$ cat config.mk
export PLATFORM = sky130hd
export DESIGN_NAME = audio_avg_filter_flat
export DESIGN_NICKNAME = d
export VERILOG_FILES = /design/src/rtl/audio_pkg.sv /design/src/rtl/audio_avg_filter_if.sv /design/src/rtl/sample_ring.sv /design/src/rtl/audio_avg_filter.sv /design/src/flat_wrapper.sv
export SDC_FILE = /design/constraint.sdc
export NUM_CORES = 1
export LEC_CHECK = 0
export ABC_AREA = 1
export CAP_MARGIN = 20
export CORE_AREA = 2 2 274 168
export CTS_CLUSTER_SIZE = 20
export DETAILED_ROUTE_END_ITERATION = 6
export DIE_AREA = 0 0 276 170
export SLEW_MARGIN = 30
export SYNTH_ARGS = -nofsm -noshare
export SYNTH_HDL_FRONTEND = slang
export SYNTH_HIERARCHICAL = 1
export SYNTH_SLANG_ARGS = --single-unit
$ cat constraint.sdc
create_clock -name clk -period 10.8 [get_ports clk]
set_clock_uncertainty 0.2 [all_clocks]
set_input_delay 2.16 -clock clk [delete_from_list [all_inputs] [get_ports clk]]
set_output_delay 2.16 -clock clk [all_outputs]
set_load 0.03 [all_outputs]
$ cat src/rtl/audio_pkg.sv
// Shared audio definitions used by the tone player, the averaging filter and
// the top level.
package audio_pkg;

  localparam int SAMPLE_W      = 24;
  localparam int DEFAULT_LOG2N = 3;

  typedef logic signed [SAMPLE_W-1:0] sample_t;

endpackage

$ cat src/rtl/audio_avg_filter_if.sv
// Sample stream into the averaging filter and the filtered stream out of it.
interface audio_avg_filter_if
  import audio_pkg::*;
#(
  parameter int DATA_W = SAMPLE_W
);

  logic                     in_valid;
  logic signed [DATA_W-1:0] in_data;
  logic                     out_valid;
  logic signed [DATA_W-1:0] out_data;
  logic                     primed;

  modport master (
    output in_valid,
    output in_data,
    input  out_valid,
    input  out_data,
    input  primed
  );

  modport slave (
    input  in_valid,
    input  in_data,
    output out_valid,
    output out_data,
    output primed
  );

endinterface

$ cat src/rtl/sample_ring.sv
// N-entry circular buffer: presents the oldest entry combinationally and
// replaces it with the new value on each write.
module sample_ring
  import audio_pkg::*;
#(
  parameter int DATA_W = SAMPLE_W,
  parameter int LOG2N  = DEFAULT_LOG2N
) (
  input  logic                     clk,
  input  logic                     reset,
  input  logic                     i_wrEn,
  input  logic signed [DATA_W-1:0] i_wrData,
  output logic signed [DATA_W-1:0] o_oldest,
  output logic [LOG2N-1:0]         o_wptr
);

  localparam int N = 1 << LOG2N;

  logic signed [DATA_W-1:0] r_entries [N];
  logic [LOG2N-1:0]         r_wptr;

  assign o_oldest = r_entries[r_wptr];
  assign o_wptr   = r_wptr;

  // N is a power of two, so the pointer wraps N-1 -> 0 by natural overflow.
  always_ff @(posedge clk or posedge reset) begin
    if (reset) begin
      for (int i = 0; i < N; i++) begin
        r_entries[i] <= '0;
      end
      r_wptr <= '0;
    end else if (i_wrEn) begin
      r_entries[r_wptr] <= i_wrData;
      r_wptr            <= r_wptr + 1'b1;
    end
  end

endmodule

$ cat src/rtl/audio_avg_filter.sv
// Single-channel moving-average filter: running sum of the last N pre-scaled
// samples, so the sum itself is the average.
module audio_avg_filter
  import audio_pkg::*;
#(
  parameter int DATA_W = SAMPLE_W,
  parameter int LOG2N  = DEFAULT_LOG2N
) (
  input  logic              clk,
  input  logic              reset,
  audio_avg_filter_if.slave bus
);

  localparam int                N     = 1 << LOG2N;
  localparam int                CNT_W = LOG2N + 1;
  localparam logic [CNT_W-1:0]  FULL  = CNT_W'(N);

  logic signed [DATA_W-1:0] w_scaled;
  logic signed [DATA_W-1:0] w_oldest;
  logic signed [DATA_W-1:0] w_accNext;
  logic [LOG2N-1:0]         w_wptr;

  logic signed [DATA_W-1:0] r_acc;
  logic signed [DATA_W-1:0] r_outData;
  logic                     r_outValid;
  logic                     r_primed;
  logic [CNT_W-1:0]         r_fillCount;

  // Pre-scaling each entry keeps the N-entry sum inside DATA_W.
  assign w_scaled  = bus.in_data >>> LOG2N;
  assign w_accNext = r_acc + w_scaled - w_oldest;

  sample_ring #(
    .DATA_W(DATA_W),
    .LOG2N (LOG2N)
  ) u_ring (
    .clk     (clk),
    .reset   (reset),
    .i_wrEn  (bus.in_valid),
    .i_wrData(w_scaled),
    .o_oldest(w_oldest),
    .o_wptr  (w_wptr)
  );

  always_ff @(posedge clk or posedge reset) begin
    if (reset) begin
      r_acc       <= '0;
      r_outData   <= '0;
      r_outValid  <= 1'b0;
      r_primed    <= 1'b0;
      r_fillCount <= '0;
    end else begin
      r_outValid <= bus.in_valid;
      if (bus.in_valid) begin
        r_acc     <= w_accNext;
        r_outData <= w_accNext;
        if (r_fillCount != FULL) begin
          r_fillCount <= r_fillCount + 1'b1;
        end
        // Rise together with the out_valid of the Nth sample.
        if (r_fillCount == FULL - 1'b1) begin
          r_primed <= 1'b1;
        end
      end
    end
  end

  assign bus.out_valid = r_outValid;
  assign bus.out_data  = r_outData;
  assign bus.primed    = r_primed;

endmodule

$ cat src/flat_wrapper.sv
// flat-port wrapper written by rule: the top's interface ports become plain ports
module audio_avg_filter_flat import audio_pkg::*;
#(
  parameter int DATA_W = SAMPLE_W,
  parameter int LOG2N  = DEFAULT_LOG2N
)
  (clk, reset, bus_in_valid, bus_in_data, bus_out_valid, bus_out_data, bus_primed);
  audio_avg_filter_if #(.DATA_W(DATA_W)) bus_i ();
  input  logic clk;
  input  logic reset;
  input wire logic [$bits(bus_i.in_valid)-1:0] bus_in_valid;
  input wire logic [$bits(bus_i.in_data)-1:0] bus_in_data;
  output wire logic [$bits(bus_i.out_valid)-1:0] bus_out_valid;
  output wire logic [$bits(bus_i.out_data)-1:0] bus_out_data;
  output wire logic [$bits(bus_i.primed)-1:0] bus_primed;
  assign bus_i.in_valid = bus_in_valid;
  assign bus_i.in_data = bus_in_data;
  assign bus_out_valid = bus_i.out_valid;
  assign bus_out_data = bus_i.out_data;
  assign bus_primed = bus_i.primed;
  audio_avg_filter #(.DATA_W(DATA_W), .LOG2N(LOG2N)) u_core (.clk(clk), .reset(reset), .bus(bus_i));
endmodule
==> results of run 1 <==
-- registers in the layout, summed over array words and instances (netlist names) --
register and cells:
u_core/bus.primed 1, u_core/u_ring/o_wptr 3, u_core/r_fillCount 4, u_core/u_ring/r_entries 192, u_core/bus.out_valid 1, u_core/bus.out_data 24
-- layout by cell type (no fill, tap or decap), drive strengths merged --
cell type / count
a21o: 1
o22ai: 4
fa: 23
nor2: 41
or2: 1
bufinv: 3
nand3: 129
buf: 11
clkbuf: 30
nor3: 2
nand2: 659
ha: 27
clkdlybuf4s50: 49
a21oi: 12
dfrtp: 225
and2: 1
clkinv: 8
xnor2: 4
nand3b: 7
nand4: 7
inv: 442
o21ai: 205
a31oi: 1
xor2: 6
-- layout make-up --
cell class / instances / area, um2
clock buffers: 30 / 652
clock inverters: 10 / 133
fillers: 4721 / 29400
inverters: 443 / 1680
multi-input cells: 1130 / 5500
flip-flops and latches: 225 / 5630
well taps: 589 / 737
repair buffers: 60 / 601
-- kinds of logic after synthesis --
group,synth area share [%]
XOR/XNOR,0.664
adder cells (fa/ha/maj),6.05
AND/OR/NAND/NOR,26.1
AO/OA/AOI/OAI,8.60
buffers and inverters,15.9
flip-flops,42.7
-- worst max path at each step --
stage / start / slack [ns] / end
after CTS: bus_in_data[23] / 5.90 / u_core/bus.out_data[21]
final: bus_in_data[23] / 5.84 / u_core/bus.out_data[21]
after floorplan: reset / 3.13 / u_core/u_ring/o_wptr[0]
after global placement: bus_in_data[23] / 5.38 / u_core/bus.out_data[21]
after global routing: bus_in_data[23] / 5.60 / u_core/bus.out_data[22]
after detailed placement: bus_in_data[23] / 5.35 / u_core/bus.out_data[21]
-- metrics by stage --
stage	area [um2]	setup WS, ns
final	14900	5.84
after global routing	14900	5.60
after CTS	14900	5.90
after detailed placement	14100	5.35
after global placement	14100	5.38
after floorplan	13200	3.13
-- critical path, delay by kind of cell --
kind          cells  cell delay (ns)
buf+inv           3             1.08
fa+ha+maj         2             0.95
simple gates      9             0.98
-- routing by layer --
| metal | up-vias | part of all wire [%] |
|---|---|---|
| met2 | 365 | 40 |
| met4 | 0 | 1.2 |
| met5 | - | 0 |
| li1 | 5588 | - |
| met1 | 5199 | 50 |
| met3 | 35 | 8.3 |
==> impl_metrics.py, run 1 <==
metrics = {
    "worst_setup_path": {
        "cp_data_required_time_ns": 11.02,
        "cp_slowest_cell": "clkdlybuf4s50_1",
        "critPathMaxFanout": 10,
        "worst_r2r_endpoint": "u_core/bus.out_data[20]",
        "critPathArrivalTime_ns": 5.18,
        "rrSetupSlack_ns": 6.28,
        "crit_path_end_kind": "flip-flop",
        "max_stage_delay_ns": 0.77,
        "cp_cell_sequence": "clkdlybuf4s50_1, inv_1, fa_1, inv_1, ha_1, nand2_1, nor2_1, nand2_1, nor2_1, nand2_1, nand3_1, nand2_1, nand3_1, nand2_1",
        "worstSetupPathType": "input port to flip-flop",
        "startpoint_type": "input port",
        "cp_common_cell": "nand2_1",
        "r2r_cells": 19,
        "r2r-start": "u_core/u_ring/o_wptr[0]",
    },
    "synth": {
        "synth_enable_flop_cells": 0,
        "synth_fp_nets": 1950,
        "netlist_instances": 1873,
        "synth_area_mm2": 0.0132,
        "ys_types": 31,
        "synthTopCellsByArea": "dfrtp_1 (43%), nand2_1 (19%), inv_1 (12%)",
        "ys_top_cells_by_count": "nand2_1 (653), inv_1 (437), dfrtp_1 (225)",
        "yosysMostFrequentCell": "nand2_1",
        "synth_flop_cell": "dfrtp_1",
        "netlist.area_leader.share_pct": 42.7,
        "yosysWarnings": 6,
        "syn_avg_cell_area_um2": 7.04,
        "ys_async_sr_fraction_pct": 100,
        "yosysSeqAreaShare_pct": 42.7,
        "ys_seq_elements": 225,
        "yosysTopAreaCell": "dfrtp_1",
    },
    "timing": {
        "finalCriticalPeriod_ns": 4.96,
        "relSlewSlack_pct": 39.1,
        "slew_viol_final": 0,
        "holdWs_ns": 0.284,
        "finalSetupTns_ns": 0,
        "period_share_pct": 45.9,
        "fmax_mhz": 202,
        "finalHoldViolCount": 0,
        "grt_setup_unrepaired": "false",
        "finalSetupViolCount": 0,
        "worstMarginPinSlew_ns": 0.911,
    },
    "clock_network": {
        "cts_root_buffer": "clkbuf_16",
        "postCtsHoldBufs": 0,
        "cts_inserted_buffers": 22,
        "htreeDepth": 1,
        "cts_tree": "built",
        "clock_latency_ns": 0.53,
        "post_cts_resized": 0,
        "clk_pin_slew_ns": 0.08,
        "clock_sinks": 225,
        "clockBufferDepth": 3,
        "post_cts_buffers": 0,
    },
    "floorplanning": {
        "dieArea_mm2": 0.0469,
        "rows": 60,
        "ios": 53,
        "die_w_um": 276,
        "initial_core_util_pct": 29.8,
        "die_height_um": 170,
        "core_mm2": 0.0443,
    },
    "hold_path": {
        "min_to": "u_core/u_ring/r_entries[159]",
        "min_path_cells": 2,
        "hp-class": "flip-flop to flip-flop",
        "min_from": "u_core/u_ring/r_entries[159]",
    },
    "drt": {
        "route.detailed.wl_per_inst_um": 14.2,
        "antenna_left": 0,
        "num_vias": 11187,
        "routed_wl_mm": 35.3,
        "drc_errors": 4,
        "viasPerCell": 4.50,
        "drt_iter0_drc": 1231,
        "drt-pass1-iter-count": 7,
    },
    "global_route": {
        "use_met1_pct": 23.6,
        "grt_max_degree": 128,
        "busiest_layer": "met1",
        "grt.overflow.total": 0,
        "grt_usage_pct": 15.4,
        "grtUsageMet2_pct": 22.7,
        "grt_first_pass_wirelength_mm": 57.9,
        "grt_pass1_vias": 10546,
        "grt_antenna_before_repair": 0,
        "met3_usage_pct": 2.84,
    },
    "finish": {
        "final_util_pct": 33.7,
        "area_delta_synth_final_pct": 13.2,
        "num_antenna_cells": 0,
        "fin_cells": 2487,
        "drive_gt1_share_pct": 3.90,
        "nets": 1959,
    },
    "placed_design": {
        "dp_hpwl_mm": 23.5,
        "io_buffers": 49,
        "dpl.cell_count": 2447,
        "gp_congestion": 0.942,
    },
    "outcome": {
        "status": "complete, but fails checks",
        "failed_checks": "design-rule violations",
    },
    "flow_run": {
        "max-cap-violations": 0,
    },
}
Power of run 1 is not shown: default switching activity piles up to over one toggle a cycle in this logic, so the estimate is an artifact.
==> inputs of run 2 (changes only) <==
==> constraint.sdc (replaced) <==
create_clock -name clk -period 4.9 [get_ports clk]
set_clock_uncertainty 0.2 [all_clocks]
set_input_delay 0.98 -clock clk [delete_from_list [all_inputs] [get_ports clk]]
set_output_delay 0.98 -clock clk [all_outputs]
set_load 0.03 [all_outputs]
==> run 2 against run 1 <==
  * The flow still finishes with violations (design-rule violations)
  * Die area did not move
  * Cell count rose by 0.24%
  * Flip-flop and latch count did not move
  * Via count barely moved
  * Largest cell class unchanged
==> impl_metrics.py, run 2 (same netlist as run 1, synthesis figures left out) <==
metrics = {
    "floorplanning": {
        "dieArea_mm2": 0.0469,
        "core_mm2": 0.0443,
        "ios": 53,
        "rows": 60,
        "die_w_um": 276,
        "initial_core_util_pct": 29.8,
        "die_height_um": 170,
    },
    "drt": {
        "num_vias": 11185,
        "dr_wl_met3_mm": 2.79,
        "drt-pass1-iter-count": 7,
        "drc_errors": 4,
        "antenna_left": 0,
        "dr_wl_met2_mm": 14.5,
        "drt_iter0_drc": 1056,
        "routed.top_layer": "met4",
        "routed_wl_mm": 35.8,
        "route.detailed.wl_per_inst_um": 14.3,
        "drt-met1-wl_mm": 17.9,
        "viasPerCell": 4.49,
    },
    "outcome": {
        "status": "complete, but fails checks",
        "failed_checks": "design-rule violations",
    },
    "flow_run": {
        "max-cap-violations": 0,
    },
    "placed_design": {
        "gp_congestion": 0.950,
        "post-place-ws_ns": 0.890,
        "dp_hpwl_mm": 24.3,
        "io_buffers": 49,
    },
    "timing": {
        "fmax_mhz": 241,
        "grt_setup_unrepaired": "false",
        "finalHoldViolCount": 0,
        "finalCriticalPeriod_ns": 4.15,
        "setup_ws_ns": 0.752,
        "relSlewSlack_pct": 39.7,
        "slew_viol_final": 0,
        "finalSetupTns_ns": 0,
        "finalSetupViolCount": 0,
        "worstMarginPinSlew_ns": 0.902,
        "period_share_pct": 84.7,
    },
    "worst_setup_path": {
        "worstSetupPathType": "flip-flop to flip-flop",
        "crit_path_end_kind": "flip-flop",
        "max_stage_delay_ns": 0.63,
        "critPathMaxFanout": 50,
        "cp_cell_sequence": "inv_2, buf_12, nand2_1, nand3_1, nand2_1, inv_1, nand2_1, fa_1, inv_1, ha_1, nand2_1, nand2_1, inv_1, nand2_1, inv_1, nand3_1, nand2_1, nand2_1, nand2_1, nand3_1, nand2_1",
        "cp_data_required_time_ns": 5.11,
        "cp_slowest_cell": "dfrtp_4",
        "critPathArrivalTime_ns": 4.36,
        "cp_common_cell": "nand2_1",
        "startpoint_type": "flip-flop",
    },
    "finish": {
        "final_common_cell": "nand2_1",
        "layout_common_cells": "nand2_1 (653), inv_1 (436), dfrtp_1 (224)",
        "top_register": "u_core/u_ring/r_entries",
        "area_delta_synth_final_pct": 13.0,
        "nets": 1969,
        "drive_gt1_share_pct": 4.04,
        "largest_reg_flops": 192,
        "num_antenna_cells": 0,
    },
    "clock_network": {
        "clock_latency_ns": 0.52,
        "clockBufferDepth": 3,
        "cts_inserted_buffers": 22,
        "post_cts_buffers": 0,
        "clk_pin_slew_ns": 0.07,
        "cts_tree": "built",
        "postCtsHoldBufs": 0,
        "clock_sinks": 225,
        "post_cts_resized": 0,
        "cts_root_buffer": "clkbuf_16",
        "htreeDepth": 1,
    },
    "global_route": {
        "grt_first_pass_wirelength_mm": 58.3,
        "grt_max_degree": 80,
        "grt_pass1_vias": 10553,
        "grt_antenna_before_repair": 0,
        "grt.overflow.total": 0,
        "grt_usage_pct": 15.5,
    },
    "hold_path": {
        "hp-class": "flip-flop to flip-flop",
    },
}
==> run 2: per-stage QoR <==
step | cells | cell area, um2 | util (%) | hold WS (ns)
finish | 2493 | 14900 | 33.7 | 0.284
detailed placement | 2457 | 14200 | 32.1 | 0.262
CTS | 2493 | 14900 | 33.6 | 0.289
global route | 2493 | 14900 | 33.7 | 0.306
floorplan | 1873 | 13200 | - | 0.253
global placement | 2457 | 14200 | 32.1 | 0.265
==> run 2: critical path, delay by kind of cell (launching register included) <==
family | cells | cell delay [ns]
and+or+nand+nor | 13 | 1.41
adders and majority gates | 2 | 0.89
buffers and inverters | 6 | 0.86
DFF | 1 | 0.63
==> run 2: final cells by class <==
cell class | count | area (um2)
multi-input combinational | 1130 | 5490
fill | 4735 | 29400
sequential | 225 | 5630
timing repair buffer | 70 | 711
tap | 589 | 737
inverter | 443 | 1670
clock buffer | 31 | 636
clock inverter | 5 | 31.3
==> run 2: path summary, 6_finish.rpt <==
| check | end | from | cells after the start | slack, ns |
|---|---|---|---|---|
| max | u_core/bus.out_data[17] | u_core/u_ring/o_wptr[0] | 21 | 0.75 |
| min | u_core/bus.primed | u_core/bus.primed | 1 | 0.28 |
| max reg2reg | u_core/bus.out_data[17] | u_core/u_ring/o_wptr[0] | 21 | 0.75 |
| min reg2reg | u_core/bus.primed | u_core/bus.primed | 1 | 0.28 |
| max in group asynchronous | u_core/u_ring/r_entries[41] | reset | 3 | 2.97 |
| min in group asynchronous | u_core/u_ring/r_entries[105] | reset | 2 | 0.69 |
==> run 2: per-layer routing <==
metal  up-vias  GRT usage [%]
met1      5216           23.6
met2       336           23.0
met5         -              0
met3        33           2.88
met4         0           2.52
li1       5600              -
Power of run 2 is left out for the same reason.
